==> src/rtl/regfile_write_arbiter_pkg.sv <==
// Shared definitions for the register-file write-port arbiter: default
// geometry of the register file and the arbiter FSM state type.
package regfile_write_arbiter_pkg;

  localparam int unsigned RF_ADDR_W  = 5;
  localparam int unsigned RF_DATA_W  = 32;
  localparam int unsigned RF_NUM_REG = 32;

  // ARB: serving requesters; CLEAR: walking x1..x(NUM_REG-1) with zero writes.
  typedef enum logic {
    ST_ARB   = 1'b0,
    ST_CLEAR = 1'b1
  } state_e;

endpackage

==> src/rtl/regfile_write_arbiter_rr_arb2.sv <==
// Two-way round-robin arbiter. Grants a lone requester directly; when both
// request, the pointer decides, and after any accepted grant the pointer
// moves to the requester that did not win.
module rr_arb2 (
  input  logic       clk,
  input  logic       rst_n,
  input  logic [1:0] valid_i,
  input  logic       advance_i,
  output logic [1:0] grant_o
);

  logic rr_ptr_q;
  logic rr_ptr_d;

  // Grant selection: lone requester wins, contention resolved by rr_ptr.
  always_comb begin
    grant_o = 2'b00;
    case (valid_i)
      2'b01:   grant_o = 2'b01;
      2'b10:   grant_o = 2'b10;
      2'b11:   grant_o = rr_ptr_q ? 2'b10 : 2'b01;
      default: grant_o = 2'b00;
    endcase
  end

  // Pointer update: favour the loser of the accepted grant next time.
  always_comb begin
    rr_ptr_d = rr_ptr_q;
    if (advance_i && (grant_o != 2'b00)) begin
      rr_ptr_d = ~grant_o[1];
    end
  end

  // Pointer register, starts favouring requester 0.
  always_ff @(posedge clk) begin
    if (!rst_n) begin
      rr_ptr_q <= 1'b0;
    end else begin
      rr_ptr_q <= rr_ptr_d;
    end
  end

endmodule

==> src/rtl/regfile_write_arbiter.sv <==
// Shares the register file's single write port between the core writeback
// (req0) and the debug/loader (req1). Writes to x0 are accepted but not
// issued. A clear command zeroes x1..x(NUM_REG-1), one register per cycle.
// The rf_* outputs are registered and drive WE3/A3/WD3 directly.
module regfile_write_arbiter
  import regfile_write_arbiter_pkg::*;
#(
  parameter int unsigned ADDR_W  = RF_ADDR_W,
  parameter int unsigned DATA_W  = RF_DATA_W,
  parameter int unsigned NUM_REG = RF_NUM_REG,
  parameter int unsigned CNT_W   = 16
) (
  input  logic              clk,
  input  logic              rst_n,
  input  logic              req0_valid,
  output logic              req0_ready,
  input  logic [ADDR_W-1:0] req0_addr,
  input  logic [DATA_W-1:0] req0_data,
  input  logic              req1_valid,
  output logic              req1_ready,
  input  logic [ADDR_W-1:0] req1_addr,
  input  logic [DATA_W-1:0] req1_data,
  input  logic              clr_start,
  output logic              clr_busy,
  output logic              clr_done,
  output logic              rf_we,
  output logic [ADDR_W-1:0] rf_addr,
  output logic [DATA_W-1:0] rf_data,
  output logic [CNT_W-1:0]  conflict_cnt
);

  localparam logic [ADDR_W-1:0] FIRST_REG = ADDR_W'(1);
  localparam logic [ADDR_W-1:0] LAST_REG  = ADDR_W'(NUM_REG - 1);

  state_e              state_q;
  logic [ADDR_W-1:0]   clr_cnt_q;
  logic                clr_busy_q;
  logic                clr_done_q;
  logic                rf_we_q;
  logic [ADDR_W-1:0]   rf_addr_q;
  logic [DATA_W-1:0]   rf_data_q;
  logic [CNT_W-1:0]    conflict_q;
  logic [CNT_W-1:0]    conflict_d;

  logic                arb_en;
  logic [1:0]          grant;
  logic                xfer;
  logic [ADDR_W-1:0]   win_addr;
  logic [DATA_W-1:0]   win_data;

  rr_arb2 u_rr_arb2 (
    .clk       (clk),
    .rst_n     (rst_n),
    .valid_i   ({req1_valid, req0_valid}),
    .advance_i (arb_en),
    .grant_o   (grant)
  );

  // Handshake: requests are served only in ARB, and a clear command pre-empts them.
  always_comb begin
    arb_en     = (state_q == ST_ARB) && !clr_start;
    req0_ready = arb_en && grant[0];
    req1_ready = arb_en && grant[1];
    xfer       = req0_ready || req1_ready;
    win_addr   = grant[1] ? req1_addr : req0_addr;
    win_data   = grant[1] ? req1_data : req0_data;
  end

  // Contention statistics: count contested ARB cycles, saturating at all-ones.
  always_comb begin
    conflict_d = conflict_q;
    if (arb_en && req0_valid && req1_valid && (conflict_q != '1)) begin
      conflict_d = conflict_q + CNT_W'(1);
    end
  end

  // FSM with registered write-port and clear-status outputs.
  always_ff @(posedge clk) begin
    if (!rst_n) begin
      state_q    <= ST_ARB;
      clr_cnt_q  <= '0;
      clr_busy_q <= 1'b0;
      clr_done_q <= 1'b0;
      rf_we_q    <= 1'b0;
      rf_addr_q  <= '0;
      rf_data_q  <= '0;
    end else begin
      clr_done_q <= 1'b0;
      case (state_q)
        ST_ARB: begin
          if (clr_start) begin
            state_q    <= ST_CLEAR;
            clr_busy_q <= 1'b1;
            clr_cnt_q  <= FIRST_REG;
            rf_we_q    <= 1'b0;
          end else if (xfer) begin
            // x0 writes complete the handshake but never reach WE3.
            rf_we_q   <= (win_addr != '0);
            rf_addr_q <= win_addr;
            rf_data_q <= win_data;
          end else begin
            rf_we_q <= 1'b0;
          end
        end
        ST_CLEAR: begin
          rf_we_q   <= 1'b1;
          rf_addr_q <= clr_cnt_q;
          rf_data_q <= '0;
          clr_cnt_q <= clr_cnt_q + ADDR_W'(1);
          if (clr_cnt_q == LAST_REG) begin
            state_q    <= ST_ARB;
            clr_busy_q <= 1'b0;
            clr_done_q <= 1'b1;
          end
        end
        default: state_q <= ST_ARB;
      endcase
    end
  end

  // Conflict counter register.
  always_ff @(posedge clk) begin
    if (!rst_n) begin
      conflict_q <= '0;
    end else begin
      conflict_q <= conflict_d;
    end
  end

  assign clr_busy     = clr_busy_q;
  assign clr_done     = clr_done_q;
  assign rf_we        = rf_we_q;
  assign rf_addr      = rf_addr_q;
  assign rf_data      = rf_data_q;
  assign conflict_cnt = conflict_q;

endmodule
==> config.mk <==
export PLATFORM = sky130hd
export DESIGN_NAME = regfile_write_arbiter
export DESIGN_NICKNAME = d
export VERILOG_FILES = /design/src/rtl/regfile_write_arbiter_pkg.sv /design/src/rtl/regfile_write_arbiter_rr_arb2.sv /design/src/rtl/regfile_write_arbiter.sv
export SDC_FILE = /design/constraint.sdc
export NUM_CORES = 1
export LEC_CHECK = 0
export ABC_AREA = 0
export BUFFER_PORTS_ARGS = -buffer_cell sky130_fd_sc_hd__buf_2
export CAP_MARGIN = 5
export CORE_MARGIN = 4
export CORE_UTILIZATION = 45
export CTS_BUF_LIST = sky130_fd_sc_hd__clkbuf_2
export CTS_CLUSTER_SIZE = 40
export DETAILED_ROUTE_END_ITERATION = 10
export PLACE_DENSITY = 0.76
export SYNTH_ARGS = -nofsm -noshare
export SYNTH_HDL_FRONTEND = slang
export SYNTH_SLANG_ARGS = --single-unit
export TNS_END_PERCENT = 1
==> constraint.sdc <==
create_clock -name clk -period 2 [get_ports clk]
set_clock_uncertainty 0.1 [all_clocks]
set_input_delay 0.3 -clock clk [delete_from_list [all_inputs] [get_ports clk]]
set_output_delay 0.3 -clock clk [all_outputs]
set_load 0.02 [all_outputs]
==> impl_results.md <==
- Routed len/inst: around 15 µm
- Total GRT Usage: 0.221
- NetSw: 0.000802 W
- First drt pass iteration count: 4
- Final setup fails: 0
- Internal power: 0.00205 W
- Synth warnings: 0
- Clock Root Buffer: clkbuf_2
- Sw frac: 0.281
- Iter 0 DRT Violations: roughly 120
- DRC: 0
- Largest net degree at the start of global routing: 43
- Max Freq: 545 MHz
- Avg Inst Size Synth: 8.14 µm²
- Critical Path Start Type: register
- RSZ-0062 raised after global routing: false
- # rows: 31
- Worst Hold End: rf_data[6]
- GPL Wtd Cong: 0.820
- Clk slew on worst S/H paths: 0.18 ns
- Die area: 9000 µm²
- Synth Register Bits: 63
- CTS tree: built
- H-tree depth: 3
- Max-cap violations: 0
- Hold Startpoint: req1_data[6]
- Clk pwr share: 0.357
- Layout cells sized above 1: 0.329
- IO Count: 137
- Synthesized cell area: 3390 µm²
- Leak Pwr: 1.91 nW
- Syn-to-layout area delta: 30.7%
- Slew HR: 0.657
- Worst r2r path cells: 4
- Setup Slack @ Placement: 0.141 ns
- Starting Density: 0.466
- Final worst slack: approximately 0.17 ns
- Synth cell types: 40
- Final Non-Filler Cells: 652
- Worst-Skew Late Latency: between 0.4 and 0.5 ns
- Hold Crit Class: primary input to register
- Post-Syn Instances: between 400 and 500
- Overflow after GRT: 0
- Final Hold Fails: 0
- Comb power frac: 0.177
- Peak VDD IR: 0.362 mV
- CP Data Required Time: around 1.6 ns
- Fin crit share: 0.917
- Crit-path max FO: 8
- CTS buffer count: 9
- Post-synth EDFFs: 0
- Setup TNS: 0 ns
- Area of the core: 7290 µm²
- Asr flop ratio synth: 0
- Outcome: finished, final reports clean
- Die Width: 94.9 µm
- Area contributors post-synth: dfxtp_1 (37%), nand3b_1 (8.2%), o21a_1 (8.2%)
- Worst r2r src: conflict_cnt[8]
- Largest area contributor in the netlist: dfxtp_1
- Crit path largest cell delay: about 0.41 ns
- Crit end category: output port
- Initial antenna violation count: 0
- Final Max Tran Viols: 0
- CTS sink cnt: 63
- Synth Flop Type: dfxtp_1
- Layout Nets: between 600 and 700
- Inserted Diodes: 0
- CP max-delay cell: dfxtp_4
- Seq pwr share: 0.465
- CTS Buffer Depth: 2
- Worst r2r dst: conflict_cnt[15]
- Drt total wl: 10.0 mm
- Pwr dens: 644 nW/µm²
- Vias: roughly 3600
- Worst-Margin Slew: 0.512 ns
- First-pass GRT wire length: 15.8 mm
- Register area share after synthesis: 0.372
- Worst Path Arrival: about 1.4 ns
- Final ANT Viol Nets: 0
- CP Class: register to output port
- Tmin final: between 1.5 and 2 ns
- Die Y: 94.9 µm
- Number of port buffers: 136
- Via density: roughly 5.6
- Cells after DPL: around 630
- Crit path cell chain: nor2_4, o21ai_2, a21oi_1, buf_4
- Detailed Place HPWL: 7.13 mm
- Worst Hold Depth: 4
- Syn_nets: 499
- Number of global-route vias before repair: between 3000 and 4000
- R2R setup slack: between 0.2 and 0.25 ns
- Top cell type's share of synthesized area: 0.372
[cell families (layout without fill, tap and decap cells)]
kind of cell,Yosys count,in the layout,share of synthesized area
buf+inv,39,175,0.0450
mux,5,5,0.0147
xor+xnor,1,1,0.00258
simple gates,154,154,0.291
fa+ha+maj,3,3,0.0111
flops,63,63,0.372
compound gates,152,152,0.264
[area by class of cell]
class	count	area (µm²)
Clock inverter	7	111
Multi-Input combinational cell	315	2000
Fill cell	682	2860
Clock buffer	9	45.0
Tap cell	99	124
Sequential cell	63	1260
Inverter	2	7.51
Timing Repair Buffer	157	881
[flip-flops by register name (all words and copies together), names as in the netlist]
name / count
clr_busy: 1
clr_cnt_q: 5
clr_done: 1
conflict_cnt: 16
rf_addr: 5
rf_data: 32
rf_we: 1
state_q: 1
u_rr_arb2.rr_ptr_q: 1
[how the worst max path moves through the flow]
stage / from / to / slack, ns / cells after the start
6_report: state_q / req1_ready / 0.17 / 4
3_5_place_dp: clr_start / conflict_cnt[15] / 0.14 / 5
3_3_place_gp: clr_start / conflict_cnt[15] / 0.14 / 5
2_1_floorplan: req1_valid / req1_ready / 0.08 / 5
4_1_cts: state_q / req1_ready / 0.04 / 4
5_1_grt: state_q / req1_ready / 0.04 / 4
[what timing repair did]
action                                  in CTS  in global routing
buffers inserted                             0                  3
hold buffers                                 0                  1
hold endpoints to repair                     0                  1
pin swaps                                    0                  0
resized for setup                            5                  0
endpoints found under the setup margin       2                  1
[cells in the mapped netlist (all sizes together) (9+ instances only)]
library cell / count
dfxtp: 63
nand2: 15
clkbuf: 30
and2: 32
a21oi: 55
nand3: 9
nor2: 11
o21a: 37
o21ai: 46
nand3b: 37
[routing by layer]
| metal | GRT usage | wire, µm | vias to the layer above |
|---|---|---|---|
| li1 | - | - | 1768 |
| met1 | 0.276 | 4280 | 1711 |
| met2 | 0.356 | 4820 | 129 |
| met3 | 0.0669 | 780 | 15 |
| met4 | 0.0817 | 133 | 0 |
| met5 | 0 | 0 | - |
[power by group through the flow]
stage	Combinational, W	Sequential, W	Clock, W
final	0.000506	0.00133	0.00102
after global routing	0.000554	0.00134	0.00110
after CTS	0.000495	0.00134	0.00103
after detailed placement	0.000499	0.00135	0
after global placement	0.000489	0.00135	0
after floorplan	0.000244	0.00140	0
[layout by cell type (no fill, tap or decap), types with 4 or more instances in the layout]
| cell | count |
|---|---|
| buf_2 | 135 |
| dfxtp_1 | 62 |
| a21oi_1 | 55 |
| o21ai_0 | 44 |
| nand3b_1 | 37 |
| o21a_1 | 37 |
| and2_1 | 32 |
| buf_4 | 17 |
| nand2_1 | 15 |
| nand3_1 | 9 |
| nor2_1 | 9 |
| clkbuf_2 | 9 |
| nand4_1 | 7 |
| nor4_1 | 6 |
| mux2i_1 | 5 |
| nand2b_1 | 5 |
| o31ai_1 | 5 |
| or4_1 | 5 |
| and3_1 | 4 |
| or3_1 | 4 |
| a22o_1 | 4 |
| nor3b_1 | 4 |
[critical path: cells and delay by family (launching register included)]
| kind | cells | cell delay (ns) |
|---|---|---|
| AOI/OAI and AO/OA | 2 | 0.24 |
| buffers and inverters | 1 | 0.16 |
| DFF | 1 | 0.41 |
| and+or+nand+nor | 1 | 0.15 |
[through the flow]
step	utilization	area, µm²	hold slack [ns]	power (W)
after global placement	0.582	4240	0.361	0.00184
after floorplan	-	3390	0.374	0.00165
after detailed placement	0.582	4240	0.391	0.00185
after global routing	0.608	4440	0.0653	0.00300
final	0.608	4440	0.101	0.00286
after CTS	0.604	4400	0.00234	0.00287
Note: power is estimated with default switching activity, not from simulation.
